--- config.mk ---
export PLATFORM = sky130hd
export DESIGN_NAME = sha_round_core
export DESIGN_NICKNAME = d
export VERILOG_FILES = /design/src/rtl/sha_round_core.sv
export SDC_FILE = /design/constraint.sdc
export NUM_CORES = 1
export LEC_CHECK = 0
export ABC_AREA = 1
export BUFFER_PORTS_ARGS = -buffer_cell sky130_fd_sc_hd__buf_2
export CORE_UTILIZATION = 30
export DETAILED_ROUTE_END_ITERATION = 6
export SLEW_MARGIN = 10
export SYNTH_ARGS = -nofsm -noshare
export SYNTH_HDL_FRONTEND = slang
export SYNTH_SLANG_ARGS = --single-unit
export TNS_END_PERCENT = 100
--- constraint.sdc ---
create_clock -name clk -period 10.1 [get_ports clk]
set_clock_uncertainty 0.05 [all_clocks]
set_input_delay 2.02 -clock clk [delete_from_list [all_inputs] [get_ports clk]]
set_output_delay 2.02 -clock clk [all_outputs]
set_load 0.01 [all_outputs]
--- src/rtl/sha_round_core.sv ---
// sha_round_core: SHA-256 compression engine, one round per clock over 64 rounds
// Ports: clk, rst (async, active-high), start (begin in IDLE), h_in[255:0] (H0 in [255:224]),
//   w (W_t for index round), w_valid (stall qualifier), round[5:0] (schedule read index),
//   busy (ROUND/DONE), done (one-cycle final pulse), a..h (working variables).
// Build option SHA_ROUND_WVALID_EN: a round advances only while w_valid is high.
module sha_round_core (
  input  logic         clk,
  input  logic         rst,
  input  logic         start,
  input  logic [255:0] h_in,
  input  logic [31:0]  w,
  input  logic         w_valid,
  output logic [5:0]   round,
  output logic         busy,
  output logic         done,
  output logic [31:0]  a,
  output logic [31:0]  b,
  output logic [31:0]  c,
  output logic [31:0]  d,
  output logic [31:0]  e,
  output logic [31:0]  f,
  output logic [31:0]  g,
  output logic [31:0]  h
);
  typedef enum logic [1:0] {IDLE, ROUND, DONE} state_t;
  localparam logic [31:0] K [64] = '{
    32'h428a2f98, 32'h71374491, 32'hb5c0fbcf, 32'he9b5dba5, 32'h3956c25b, 32'h59f111f1, 32'h923f82a4, 32'hab1c5ed5,
    32'hd807aa98, 32'h12835b01, 32'h243185be, 32'h550c7dc3, 32'h72be5d74, 32'h80deb1fe, 32'h9bdc06a7, 32'hc19bf174,
    32'he49b69c1, 32'hefbe4786, 32'h0fc19dc6, 32'h240ca1cc, 32'h2de92c6f, 32'h4a7484aa, 32'h5cb0a9dc, 32'h76f988da,
    32'h983e5152, 32'ha831c66d, 32'hb00327c8, 32'hbf597fc7, 32'hc6e00bf3, 32'hd5a79147, 32'h06ca6351, 32'h14292967,
    32'h27b70a85, 32'h2e1b2138, 32'h4d2c6dfc, 32'h53380d13, 32'h650a7354, 32'h766a0abb, 32'h81c2c92e, 32'h92722c85,
    32'ha2bfe8a1, 32'ha81a664b, 32'hc24b8b70, 32'hc76c51a3, 32'hd192e819, 32'hd6990624, 32'hf40e3585, 32'h106aa070,
    32'h19a4c116, 32'h1e376c08, 32'h2748774c, 32'h34b0bcb5, 32'h391c0cb3, 32'h4ed8aa4a, 32'h5b9cca4f, 32'h682e6ff3,
    32'h748f82ee, 32'h78a5636f, 32'h84c87814, 32'h8cc70208, 32'h90befffa, 32'ha4506ceb, 32'hbef9a3f7, 32'hc67178f2
  };
  state_t state, state_nx;
  logic adv;
  logic [31:0] t1, t2;
`ifdef SHA_ROUND_WVALID_EN
  assign adv = w_valid;
`else
  logic unused_w_valid;
  assign unused_w_valid = w_valid;
  assign adv = 1'b1;
`endif
  assign busy = state != IDLE;
  assign done = state == DONE;
  always_comb begin
    t1 = h + ({e[5:0], e[31:6]} ^ {e[10:0], e[31:11]} ^ {e[24:0], e[31:25]}) + ((e & f) ^ (~e & g)) + K[round] + w;
    t2 = ({a[1:0], a[31:2]} ^ {a[12:0], a[31:13]} ^ {a[21:0], a[31:22]}) + ((a & b) ^ (a & c) ^ (b & c));
  end
  always_comb begin
    state_nx = state == IDLE  ? (start ? ROUND : IDLE) :
               state == ROUND ? (adv && round == 6'd63 ? DONE : ROUND) : IDLE;
  end
  always_ff @(posedge clk or posedge rst) begin
    if (rst) begin
      state <= IDLE;
      round <= '0;
      {a, b, c, d, e, f, g, h} <= '0;
    end else begin
      state <= state_nx;
      if (state == IDLE && start) begin
        {a, b, c, d, e, f, g, h} <= h_in;
        round <= '0;
      end else if (state == ROUND && adv) begin
        {a, b, c, d, e, f, g, h} <= {t1 + t2, a, b, c, d + t1, e, f, g};
        round <= round == 6'd63 ? round : round + 6'd1;
      end
    end
  end
endmodule

Word-level counts from Yosys, hierarchy flattened
Memories as Yosys holds them, arrays and structs flattened.
Cells that the tools add are included.

word-level totals
  flip-flop bits (word level) = 264
  ROM bits = 2,048
  logic and storage cells = 68
  memories kept = 1

cells by class
  add/subtract/negate cells = 8
  order comparisons = 1
  equal/unequal tests = 4
  multiplexer cells = 25
  bitwise gates (word level) = 14
  reduce and logical (&&, ||, !) cells = 5

memory list
  memory           depth  bits a word  read ports  clocked after memory_dff  wr ports  RTL line  source
  (no name shown)  64     32           1           0                         0         49        t1 = h + ({e[5:0], e[31:6]} ^ {e[10:0], e[31:11]} ^ {e[24:0], e[31:25]}) + ((e & f) ^ (~e & g)) + K[round] + w ...

operators with widths
  cell                                                             count
  32-bit two-way mux                                               18
  32-bit adder                                                     7
  32-bit XOR                                                       7
  32-bit AND                                                       5
  32-bit NOT                                                       1
  6-bit two-way mux                                                3
  7-bit greater-or-equal comparator, second input constant         1
  6-bit NOT with 7-bit output                                      1
  6-bit by 1-bit adder with 6-bit output, second input constant    1
  6-bit == test, second input constant                             1
  2-bit two-way mux                                                3
  2-bit nonzero test                                               2
  2-bit by 1-bit == test with 1-bit output, second input constant  1
  2-bit == test, second input constant                             1
  2-bit logical NOT                                                1
  2-bit by 1-bit != test with 1-bit output, second input constant  1
  2-bit AND reduction                                              1
  1-bit logical AND                                                1
  1-bit two-way mux                                                1

Depth between registers and ports, before layout
  depth after elaboration = 9
  mapped depth = 45
  depth with buffers taken out = 45

Least setup slack after synthesis
Ideal clock, no wire load.

  path kind = input -> register
  from = in w[1]
  to = reg a[25]
  library setup time = 0.083 ns
  arrival = 7.227 ns
  data required time = 9.967 ns
  path slack = 2.740 ns
  cell stages on the path = 38
  buffers on the path = 0
  cells stage by stage = inv_1 fa_1 fa_1 fa_1 inv_1 ha_1 inv_1 fa_1 inv_1 nand3_1 nand2_1 nand2_1 nand2_1 a21oi_2 o21ai_2 a21oi_2 o21ai_1 nand2_1 (+2 left out) nand2_1 nand2_1 fa_1 inv_1 ha_1 nand2_1 nor2_1 inv_1 nor2_1 inv_1 nor2_1 nand2_1 nand3b_1 a21oi_1 or2_1 nand3_1 nand2_1 o21ai_0

between the ends
  longest elaborated chain between the ends = 4

RTL lines
  what                    RTL line  source
  start: declaration      11        input logic [31:0] w,
  32-bit adder            49
  32-bit adder            67        {a, b, c, d, e, f, g, h} <= {t1 + t2, a, b, c, d + t1, e, f, g};
  32-bit two-way mux      66        end else if (state == ROUND && adv) begin
  32-bit two-way mux      63        if (state == IDLE && start) begin
  end signal: assignment  64        {a, b, c, d, e, f, g, h} <= h_in;
  end signal: assignment  67
  end: declaration        16        output logic [31:0] a,

Every way passes these cells. The select of a mux whose other input is x is not followed.
A chain may end at the register's enable or synchronous reset.

Worst setup path in the final report
  from = reg round[0]
  to = reg a[26]

between the ends
  longest elaborated chain between the ends = 9

RTL lines
  what                                                    RTL line  source
  start: declaration                                      13        output logic [5:0] round,
  start signal: assignment                                68        round <= round == 6'd63 ? round : round + 6'd1;
  6-bit NOT with 7-bit output (implied by the code)       49
  memory 64 x 32 bit                                      -
  32-bit two-way mux (implied by the code) (2 in series)  49
  32-bit adder (2 in series)                              49
  32-bit adder                                            67
  32-bit two-way mux                                      66
  32-bit two-way mux                                      63

Every way passes these cells. The select of a mux whose other input is x is not followed.

==> out/metrics.cfg <==
[place]
place_ws_ns = 1.47
dp_hpwl_um = 100000
portBuffers = 554
dp.cells = 4885
globalplace.congestion = 1.01

[synth]
ys_warn_count = 0
ys_seq_area_frac = 0.267
synth_top_cell_area_share = 0.267
avgSynthCellArea_um2 = 7.31
ys_types = 59
ys_ff_latch = 264
synth_area_um2 = 24700
postSynth.asyncResetShare = 1.00
synth_edf_count = 0
ys_top_cells_by_area = dfrtp_1, nand2_1, fa_1
synth_cells = 3386
yosys.area.top_type = dfrtp_1
ys.flop_type = dfrtp_1
synth_fp_nets = 3923

[grt]
antenna_found_initial = 9
grt_pass1_wl_um = 177000
grt-ovfl-total = 0
grt_pass1_vias = 25411
track_usage = 0.291
grt_max_degree = 107

[floorplanning]
ios = 556
die-area_um2 = 83600
initial_core_util = 0.305
rows = 104
core_um2 = 81100
fp.dieH_um = 289
die_w_um = 289

[timing]
maxSlewHeadroom = 0.213
finalHoldViolCount = 0
period_share = 0.831
rsz0062_at_grt = no
finalCriticalPeriod_ns = 8.39
maxSlewViolCount = 0
worst-slew-pin-transition_ns = 1.18
setup_slack_ns = 1.71
hold-worst-slack_ns = 0.494
fmax_mhz = 119
setup_violations = 0
fin_setup_tns_ns = 0

[clock_network]
cts_tree = yes
clkLatencyLatePin_ns = 0.58
cts_hold_buf = 0
cts_setup_buffers = 0
cts_root_buf = clkbuf_16
h-tree-depth = 2
cts_resized = 0
clkTransAtPathRegs_ns = 0.06
cts_buffers = 35
clock_sinks = 264
clk_path_buf_depth = 3

[worst_setup_path]
critPathLaunchType = flip-flop
crit_fanout = 10
cpMostUsedCell = nand2_1
worstPathArrival_ns = 8.80
required_ns = 10.51
endpoint_kind = flip-flop
cp_slowest_cell = xor2_1
slowest_delay_ns = 0.62
path_class = reg2reg

[finish]
fillCellCount = 8812
final_common_cell = nand2_1
layout.nets = 4399
layoutNonFillerInstCount = 4953
drive_gt1_frac = 0.182
layout_common_cells = nand2_1, inv_1, buf_2
ff_latch_area_um2 = 6610
syn_to_final_growth_pct = 20.6
multi_input_area_um2 = 15000

[detailed_routing]
first_pass_iters = 6
wl_per_cell_um = 25.1
drtIter0Drc = 2007
viasPerCell = 5.23
wl_um = 124000
ant_nets = 0
drc = 0
vias = 25917

[worst_hold_path]
hold_class = reg2reg

[outcome]
status = finished clean

[job]
cap_violations = 0

==> final timing paths <==
| check | startpoint | endpoint | slack, ns | cells past startpoint |
|---|---|---|---|---|
| worst max-delay path | round[0] | a[26] | 1.71 | 33 |
| worst min-delay path | f[28] | f[28] | 0.49 | 2 |
| worst max register to register | round[0] | a[26] | 1.71 | 33 |
| worst min register to register | f[28] | f[28] | 0.49 | 2 |
| max in group asynchronous | rst | g[16] | 7.00 | 3 |
| min in group asynchronous | rst | h[30] | 1.51 | 2 |
==> layer usage <==
metal | track usage | vias up | wire length, um
met5 | 0 | - | 32
met4 | 0.116 | 6 | 5410
met3 | 0.0347 | 202 | 7110
met2 | 0.496 | 1082 | 60200
met1 | 0.374 | 12631 | 51500
li1 | - | 11996 | -
==> cells by family after synthesis <==
logic type / count (synthesis) / share of synthesized area
buffers and inverters: 823 / 0.127
and+or+nand+nor: 1070 / 0.174
adders and majority gates: 245 / 0.162
xor gates and xnor gates: 171 / 0.0605
DFF: 264 / 0.267
AOI/OAI and AO/OA: 813 / 0.210
==> flip-flops by register name (all words and copies together), names as in the netlist <==
| signal | flops |
|---|---|
| round | 6 |
| h | 32 |
| g | 32 |
| f | 32 |
| a | 32 |
| b | 32 |
| e | 32 |
| c | 32 |
| state | 2 |
| d | 32 |
==> stage by stage <==
stage / utilization / cell area, um^2
after floorplan: - / 24700
after global placement: 0.353 / 28600
after detailed placement: 0.353 / 28600
after CTS: 0.368 / 29800
after global routing: 0.368 / 29800
final: 0.368 / 29800
==> worst max-delay path: cells and delay by family, from the launching register on <==
kind | cells | cell delay (ns)
compound gates | 11 | 2.88
simple gates | 9 | 0.85
xor+xnor | 1 | 0.62
flops | 1 | 0.32
buf+inv | 7 | 1.31
fa+ha+maj | 5 | 2.21
==> synth_stat cells, types with 2 or more instances <==
| master | n |
|---|---|
| a21boi_0 | 4 |
| nand3_1 | 107 |
| nand2_1 | 714 |
| o32ai_1 | 2 |
| o21ai_2 | 8 |
| or2_2 | 8 |
| inv_1 | 658 |
| xor2_1 | 98 |
| o22ai_1 | 22 |
| nand2_2 | 4 |
| dfrtp_1 | 264 |
| a21oi_2 | 8 |
| a22oi_1 | 33 |
| clkbuf_1 | 110 |
| o21ai_0 | 271 |
| nor3_1 | 29 |
| nand4_1 | 10 |
| xnor2_1 | 73 |
| a211oi_1 | 15 |
| nor4_1 | 3 |
| ha_1 | 120 |
| a311oi_1 | 3 |
| a21o_1 | 10 |
| a221oi_1 | 9 |
| o21bai_1 | 22 |
| a31oi_1 | 14 |
| a21oi_1 | 155 |
| nor2_1 | 181 |
| o21ai_1 | 7 |
| buf_1 | 18 |
| o31ai_1 | 3 |
| o311ai_0 | 3 |
| nand3b_1 | 3 |
| inv_2 | 7 |
| nor2_2 | 2 |
| and3_1 | 2 |
| nor3b_1 | 2 |
| o2111ai_1 | 6 |
| o211ai_1 | 90 |
| o221ai_1 | 119 |
| buf_2 | 25 |
| buf_4 | 3 |
| fa_1 | 125 |
==> layout make-up <==
type                       instances  share of cell area
clock buffer                      49              0.0348
sequential                       264               0.221
inverter                         666              0.0845
antenna                            4            0.000335
clock inverter                    15             0.00704
tap                             1060              0.0444
multi-input combinational       2299               0.503
timing repair buffer             596               0.104
Power is not shown: default switching activity piles up to over one toggle a cycle in this logic, so the estimate is an artifact.
